### src/rtl/hopfield_update_ctrl.sv
// Sweep controller for the 20-neuron Hopfield recall datapath (prediction, defined below).
// Define HOPFIELD_CTRL_EARLY_EXIT_EN to stop as soon as a full sweep produces no changes.

module prediction (
    input  logic [199:0] weights_packed,
    input  logic [39:0]  xalt_packed,
    output logic [9:0]   y
);
    logic [9:0] acc;
    logic [9:0] w;

    // Neuron codes: 01=+1, 11=-1, 10=-2, 00=0; the sum wraps at 10 bits.
    always_comb begin
        acc = '0;
        w   = '0;
        for (int j = 0; j < 20; j++) begin
            w = weights_packed[10*j +: 10];
            unique case (xalt_packed[2*j +: 2])
                2'b01:   acc = acc + w;
                2'b11:   acc = acc - w;
                2'b10:   acc = acc - {w[8:0], 1'b0};
                default: acc = acc;
            endcase
        end
        y = acc;
    end
endmodule

module hopfield_update_ctrl #(
    parameter int unsigned MAX_SWEEPS = 16
) (
    input  logic         clk,
    input  logic         rst_n,
    input  logic         start,
    input  logic [39:0]  init_state,
    output logic         w_row_req,
    output logic [4:0]   w_row_addr,
    input  logic         w_row_valid,
    input  logic [199:0] w_row_data,
    output logic         busy,
    output logic         done,
    output logic         converged,
    output logic [4:0]   sweep_count,
    output logic [39:0]  state_out
);
    localparam int unsigned N = 20;

`ifdef HOPFIELD_CTRL_EARLY_EXIT_EN
    localparam bit EarlyExit = 1'b1;
`else
    localparam bit EarlyExit = 1'b0;
`endif

    typedef enum logic [2:0] {
        IDLE,
        LOAD,
        FETCH,
        EVAL,
        DONE
    } fsm_t;

    fsm_t           fsm_q, fsm_d;
    logic [39:0]    neur_q, neur_d;
    logic [199:0]   row_q, row_d;
    logic [4:0]     idx_q, idx_d;
    logic [4:0]     sweeps_q, sweeps_d;
    logic           changed_q, changed_d;
    logic           conv_q, conv_d;

    logic [9:0]     y;
    logic [1:0]     old_val;
    logic [1:0]     new_val;
    logic           chg_any;
    logic           last_idx;
    logic           at_limit;

    prediction u_prediction (
        .weights_packed (row_q),
        .xalt_packed    (neur_q),
        .y              (y)
    );

    always_comb begin
        old_val  = neur_q[{idx_q, 1'b0} +: 2];
        new_val  = y[9] ? 2'b11 : ((y != 10'd0) ? 2'b01 : old_val);
        chg_any  = changed_q | (new_val != old_val);
        last_idx = (idx_q == 5'(N - 1));
        at_limit = ((32'(sweeps_q) + 32'd1) == MAX_SWEEPS);
    end

    always_comb begin
        fsm_d     = fsm_q;
        neur_d    = neur_q;
        row_d     = row_q;
        idx_d     = idx_q;
        sweeps_d  = sweeps_q;
        changed_d = changed_q;
        conv_d    = conv_q;

        unique case (fsm_q)
            IDLE: begin
                if (start) fsm_d = LOAD;
            end
            LOAD: begin
                // -2 is folded to -1 so the datapath only ever sees bipolar or zero neurons.
                for (int j = 0; j < 20; j++) begin
                    neur_d[2*j +: 2] = (init_state[2*j +: 2] == 2'b10) ? 2'b11
                                                                       : init_state[2*j +: 2];
                end
                idx_d     = '0;
                sweeps_d  = '0;
                changed_d = 1'b0;
                conv_d    = 1'b0;
                fsm_d     = FETCH;
            end
            FETCH: begin
                if (w_row_valid) begin
                    row_d = w_row_data;
                    fsm_d = EVAL;
                end
            end
            EVAL: begin
                neur_d[{idx_q, 1'b0} +: 2] = new_val;
                if (!last_idx) begin
                    idx_d     = idx_q + 5'd1;
                    changed_d = chg_any;
                    fsm_d     = FETCH;
                end else begin
                    sweeps_d = sweeps_q + 5'd1;
                    if (EarlyExit && !chg_any) begin
                        conv_d = 1'b1;
                        fsm_d  = DONE;
                    end else if (at_limit) begin
                        conv_d = !chg_any;
                        fsm_d  = DONE;
                    end else begin
                        idx_d     = '0;
                        changed_d = 1'b0;
                        fsm_d     = FETCH;
                    end
                end
            end
            DONE: begin
                fsm_d = IDLE;
            end
            default: begin
                fsm_d = IDLE;
            end
        endcase
    end

    always_ff @(posedge clk or negedge rst_n) begin
        if (!rst_n) begin
            fsm_q     <= IDLE;
            neur_q    <= '0;
            row_q     <= '0;
            idx_q     <= '0;
            sweeps_q  <= '0;
            changed_q <= 1'b0;
            conv_q    <= 1'b0;
        end else begin
            fsm_q     <= fsm_d;
            neur_q    <= neur_d;
            row_q     <= row_d;
            idx_q     <= idx_d;
            sweeps_q  <= sweeps_d;
            changed_q <= changed_d;
            conv_q    <= conv_d;
        end
    end

    assign w_row_req   = (fsm_q == FETCH);
    assign w_row_addr  = idx_q;
    assign busy        = (fsm_q == LOAD) || (fsm_q == FETCH) || (fsm_q == EVAL);
    assign done        = (fsm_q == DONE);
    assign converged   = conv_q;
    assign sweep_count = sweeps_q;
    assign state_out   = neur_q;
endmodule

### config.mk
export PLATFORM = sky130hd
export DESIGN_NAME = hopfield_update_ctrl
export DESIGN_NICKNAME = d
export VERILOG_FILES = /design/src/rtl/hopfield_update_ctrl.sv
export SDC_FILE = /design/constraint.sdc
export NUM_CORES = 1
export LEC_CHECK = 0
export BUFFER_PORTS_ARGS = -buffer_cell sky130_fd_sc_hd__buf_4
export CAP_MARGIN = 10
export CORE_AREA = 2 2 257 361
export CTS_CLUSTER_DIAMETER = 80
export DETAILED_ROUTE_END_ITERATION = 16
export DIE_AREA = 0 0 259 363
export GPL_ROUTABILITY_DRIVEN = 1
export HOLD_SLACK_MARGIN = 0.02
export PLACE_DENSITY = 0.67
export SLEW_MARGIN = 20
export SYNTH_ARGS = -nofsm -noshare
export SYNTH_HDL_FRONTEND = slang
export SYNTH_SLANG_ARGS = --single-unit
### constraint.sdc
create_clock -name clk -period 24.4 [get_ports clk]
set_clock_uncertainty 0.15 [all_clocks]
set_input_delay 4.88 -clock clk [delete_from_list [all_inputs] [get_ports clk]]
set_output_delay 4.88 -clock clk [all_outputs]
set_load 0.01 [all_outputs]
## After elaboration in Yosys (flattened, before gate mapping)

Cells that the tools add are included.
W data, S select, Z words.

- Add/subtract/negate cells: 63
- Multipliers: 0
- Div/mod/pow operators: 0
- Magnitude comparators: 0
- Equal/unequal tests: 92
- Shift-type cells: 3
- Multiplexer cells: 60
- Bitwise operators: 1
- Reductions and logical operators: 11

Operators by type and width:

| operator | count |
|---|---|
| $pmux W10 S3 | 20 |
| $sub A10 B10 Y10 | 38 |
| $add A10 B10 Y10 | 19 |
| $eq A2 B2 Y1 const B | 60 |
| $pmux W40 S2 | 1 |
| $mux W2 | 22 |
| $bwmux W40 | 1 |
| $eq A2 B1 Y1 const B | 20 |
| $shift A2 B8 Y40 const A | 1 |
| $shiftx A2 B8 Y40 | 1 |
| $shiftx A40 B7 Y2 | 1 |
| $pmux W5 S2 | 2 |
| $sub A1 B10 Y10 const A | 2 |
| $mux W5 | 3 |
| $mux W3 | 4 |
| $pmux W3 S4 | 1 |
| $add A5 B1 Y5 const B | 2 |
| $reduce_bool A10 Y1 | 1 |
| $neg A6 Y8 | 1 |
| $reduce_and A2 Y1 | 4 |
| $add A5 B1 Y6 const B | 1 |
| $eq A3 B2 Y1 const B | 2 |
| $eq A6 B5 Y1 const B | 1 |
| $ne A2 B2 Y1 const B | 3 |
| 14 further kinds | 19 |

- Register bits: 255
- Latch bits: 0
- Memory bits (writable): 0
- Memory bits (read-only): 0
- Input port bits: 244
- Word-level logic and storage cells: 237
- Memories: 0

## Logic depth before layout (Yosys ltp)

- Depth after elaboration: 49
- Mapped depth: 152
- Gate-level depth less buffers: 146

## By module

A second synthesis with hierarchy kept.

- Cell total of the unflattened synthesis: 4163
- Area, all modules: 33433.3 µm²

Modules (own cells, without submodules):

| module | instances | cells an instance | area an instance (µm²) | seq. area each (µm²) |
|---|---|---|---|---|
| prediction | 1 | 3337 | 22481.6 | 0.0 |
| hopfield_update_ctrl | 1 | 826 | 10951.8 | 6381.1 |

## Worst setup path before layout

OpenSTA, ideal clock, no wires.

- Path type: register to register
- Start point: register row_q[0]
- End point: register neur_q[24] (netlist: state_out[24])
- Setup time: 126 ps
- Arrival time: 26094 ps
- Data required time: 24124 ps
- Slack: -1970 ps
- Stages on the path, launching flop included: 141
- Clock period less this slack: 26370 ps
- Path through: dfrtp_1 clkbuf_1 inv_1 ha_1 mux2i_4 a2bb2oi_1 inv_1 fa_1 nand2_1 o221a_2 buf_2 nand2_1 nor2_1 nor2_1 ha_1 nand2b_1 and2_1 o21ai_2 [... 105 more ...] a211o_1 a21o_1 a21oi_1 xnor2_1 a2bb2oi_1 xnor2_1 xnor3_1 xnor2_1 xnor3_1 xnor2_1 xnor2_1 xnor3_1 xnor3_1 nor3_2 and4_1 buf_6 o21ai_1 a221o_1

- Longest elaborated chain between the ends: 46

RTL lines:

| item | line | RTL |
|---|---|---|
| from (decl) | 64 | `logic [199:0] row_q, row_d;` |
| from (signal assigned) | 164 | `row_q <= row_d;` |
| $sub A1 B10 Y10, on equally long branches | 20, 21 |  |
| $pmux W10 S3 (*) | 18 | `unique case (xalt_packed[2*j +: 2])` |
| $sub A10 B10 Y10, or another cell as far along | 21 | `2'b10: acc = acc - {w[8:0], 1'b0};` |
| $pmux W10 S3 (*) | 18 |  |
| $sub A10 B10 Y10, or another cell as far along | 21 |  |
| $pmux W10 S3 (*) | 18 |  |
| $sub A10 B10 Y10, or another cell as far along | 21 |  |
| $pmux W10 S3 (*) | 18 |  |
| [... 30 more ...] | -- |  |
| $sub A10 B10 Y10, or another cell as far along | 21 |  |
| $pmux W10 S3 (*) | 18 |  |
| $reduce_bool A10 Y1 | 85 | `new_val = y[9] ? 2'b11 : ((y != 10'd0) ? 2'b01 : old_val);` |
| $mux W2 | 85 |  |
| $mux W2 (*) | 85 |  |
| $shiftx A2 B8 Y40 (*) | 123 | `neur_d[{idx_q, 1'b0} +: 2] = new_val;` |
| $bwmux W40 (*) | 123 |  |
| $pmux W40 S2 (*) | 100 | `unique case (fsm_q)` |
| to (signal assigned) | 163 | `neur_q <= neur_d;` |
| to (decl) | 63 | `logic [39:0] neur_q, neur_d;` |

Every way passes the cells marked *; elsewhere a longest branch is shown, timed or not.
A chain may end at the register's enable or synchronous reset.

## Worst setup path after layout

- Start point: register row_q[1]
- End point: register neur_q[32] (netlist: state_out[32])

The elaborated chain is that of the path after synthesis.

==> impl_metrics.ini <==
[synth]
ys_ff_latch = 255
synth_cells = 4868
synth_edf_count = 0
ys_async_sr_fraction_pct = 100.0
synthFlopType = dfrtp_1
synth_cell_types = 122
syn_avg_cell_area_um2 = 7.417
synth_top_area_share_pct = 17.67
synth.area.top_cells = dfrtp_1 (18%), ha_1 (12%), xnor2_1 (6.7%)
synth_fp_nets = 5478
yosysTopAreaCell = dfrtp_1
synth-seq-area-share_pct = 17.67
synth.cell_area_um2 = 36100
yosysWarningCount = 0

[sta]
finalSetupViolations = 42
fin_crit_ns = 25.63
finalMaxSlewViolations = 0
rsz0062_at_grt = yes
fin_crit_sh_pct = 105.0
fin_hold_ws_ns = 0.3827
hold_viol = 0
max_freq_mhz = 39.02
worstMarginPinSlew_ns = 1.203
slew_headroom_pct = 19.20
layout_setup_ws_ns = -1.228

[routing]
via_per_inst = 5.777
wirelength_mm = 156.7
post-route-drc-count = 0
avgRoutedWirePerCell_um = 20.83
vias = 43458
drtAntennaViolNets = 0
drtIter0Drc = 3195
drt_pre_antenna_iters = 6

[status]
violations = setup timing
outcome = finished with violations

[hold_path]
hp-start = row_q[199]$_DFFE_PN0P_
min_to = row_q[199]$_DFFE_PN0P_
hold_depth = 1
hp-class = flop to flop

[cells_and_area]
nFillCells = 8322
drive_above_1_share_pct = 36.21
syn_to_final_growth_pct = 48.35
final_nets = 6906
design_area_um2 = 53560

[placed_design]
gp_congestion = 1.029
portBuffers = 297
place_ws_ns = -3.589
hpwl_mm = 124.5
dpl-instance-area_um2 = 47920

[setup_path]
cp-start-kind = flop
r2r-end = state_out[32]$_DFFE_PN0P_
worst-setup-path-type = flop to flop
crit_fanout = 6
crit_path_max_incr_delay_ns = 0.44
rr_startpoint = row_q[1]$_DFFE_PN0P_
end_kind = flop
cp.required_ns = 24.73
path_common_cell = ha_4
crit_path_top_delay_cell = fa_2
reg2reg_slack_ns = -1.23
arrival_ns = 25.96
worstRegToRegCells = 133

[clocking]
cts_tree = done
clk_latency_ns = 0.60
cts.root.buffer_cell = clkbuf_16
cts_buffers = 37
ctsLongestPathBuffers = 3
clkSinkCount = 255
h-tree-depth = 2
cts.clk_slew.worst_paths_ns = 0.06

[die]
die-width_um = 259
pin_count = 298
dieHeight_um = 363
die_area_um2 = 94020
num_rows = 131
initial_core_util_pct = 39.83
coreArea_um2 = 90640

[global_route]
antenna_found_initial = 7
grt_max_degree = 111
track_usage_pct = 31.68
grt_pass1_wl_mm = 234.4
gr-total-overflow = 0
grt_pass1_vias = 43214

[flow_run]
drv_cap = 0
[sequential cells by signal, indices dropped and copies added (netlist names)]
signal,flops
fsm_q,3
row_q,200
state_out,40
converged,1
changed_q,1
w_row_addr,5
sweep_count,5
[per-layer routing]
layer	part of all wire [%]	vias up	GRT usage, %	wire, um
met5	0.040	-	0	62
li1	-	20511	-	-
met4	8.2	10	22.31	12850
met1	37	20731	34.46	57390
met2	48	1643	55.95	75710
met3	6.8	563	4.998	10710
[cell usage in the layout (no fill, tap or decap), types with 56 or more instances in the layout]
cell / instances
buf_4: 1566
nand2_1: 568
o21ai_0: 392
nor2_1: 347
inv_1: 286
a21oi_1: 285
dfrtp_1: 255
xnor2_1: 253
ha_1: 231
nor3_1: 134
ha_4: 101
nand3_1: 100
a21o_1: 99
nand2b_1: 91
xor2_1: 78
mux2_2: 65
a21oi_2: 64
a31oi_1: 60
nor2b_1: 56
[how the worst max path moves through the flow]
| stage | from | to | slack (ns) | cells after the start |
|---|---|---|---|---|
| 6_report | row_q[1]$_DFFE_PN0P_ | state_out[32]$_DFFE_PN0P_ | -1.23 | 133 |
| 5_1_grt | row_q[0]$_DFFE_PN0P_ | state_out[32]$_DFFE_PN0P_ | -2.32 | 134 |
| 4_1_cts | row_q[1]$_DFFE_PN0P_ | state_out[6]$_DFFE_PN0P_ | -0.97 | 134 |
| 3_5_place_dp | row_q[1]$_DFFE_PN0P_ | state_out[8]$_DFFE_PN0P_ | -3.59 | 129 |
| 3_3_place_gp | row_q[1]$_DFFE_PN0P_ | state_out[32]$_DFFE_PN0P_ | -3.46 | 127 |
| 2_1_floorplan | row_q[0]$_DFFE_PN0P_ | state_out[24]$_DFFE_PN0P_ | 0.004 | 131 |
[critical path, delay by kind of cell (launching register included)]
family | cells | cell delay, ns
AOI/OAI and AO/OA | 46 | 8.88
xor gates and xnor gates | 20 | 3.48
adders and majority gates | 21 | 5.99
buffers and inverters | 16 | 2.21
DFF | 1 | 0.40
muxes | 1 | 0.15
and+or+nand+nor | 29 | 4.22
[area by class of cell]
| type | instances | area (um^2) | share of cell area, % |
|---|---|---|---|
| Clock buffer | 55 | 1136 | 2.121 |
| Multi-Input combinational cell | 4110 | 31280 | 58.39 |
| Sequential cell | 255 | 6381 | 11.91 |
| Tap cell | 1197 | 1498 | 2.796 |
| Timing Repair Buffer | 1582 | 11970 | 22.34 |
| Inverter | 310 | 1169 | 2.182 |
| Clock inverter | 12 | 130.1 | 0.2429 |
| Antenna cell | 2 | 5.005 | 0.009344 |
[metrics by stage]
step           cells  util, %  TNS, ns
2_1_floorplan   4868        -        0
3_3_place_gp    7296    52.87  -139.99
3_5_place_dp    7296    52.87  -145.74
4_1_cts         7457    56.66   -36.13
5_1_grt         7521    59.09   -90.20
6_report        7523    59.09   -45.47
[cell families after synthesis]
| kind of cell | Yosys count | synth area share (%) |
|---|---|---|
| buf+inv | 503 | 5.385 |
| fa+ha+maj | 369 | 13.33 |
| xor+xnor | 367 | 9.132 |
| mux | 134 | 4.328 |
| simple gates | 1705 | 22.51 |
| compound gates | 1535 | 27.64 |
| flops | 255 | 17.67 |
[Yosys cell counts (13+ instances only)]
cell / n
nand2_1: 590
o21ai_0: 444
nor2_1: 384
a21oi_1: 354
ha_1: 339
inv_1: 300
xnor2_1: 276
dfrtp_1: 255
clkbuf_1: 165
nor3_1: 152
nand3_1: 105
a21o_1: 99
nand2b_1: 93
xor2_1: 85
a31oi_1: 68
mux2_2: 66
nor2b_1: 59
mux2i_1: 56
o21a_1: 51
a211oi_1: 50
o31ai_1: 50
and2_1: 46
and3_1: 43
nand4_1: 43
nor4_1: 40
o211ai_1: 40
o21bai_1: 36
or3_1: 32
fa_1: 27
o22ai_1: 27
or2_2: 22
or4_1: 22
o21ai_1: 20
a21boi_0: 19
a22oi_1: 19
a211o_1: 18
nand3b_1: 14
o2111ai_1: 14
o31a_1: 14
a2111oi_0: 13
a311oi_1: 13
and4_1: 13
[repair_timing]
item,4_1_cts,5_1_grt
hold buffers,0,0
gates resized for setup,275,298
setup buffers,94,66
endpoints found under the setup margin,42,42
pin swaps,122,200
Power is not shown: default switching activity piles up to over one toggle a cycle in this logic, so the estimate is an artifact.
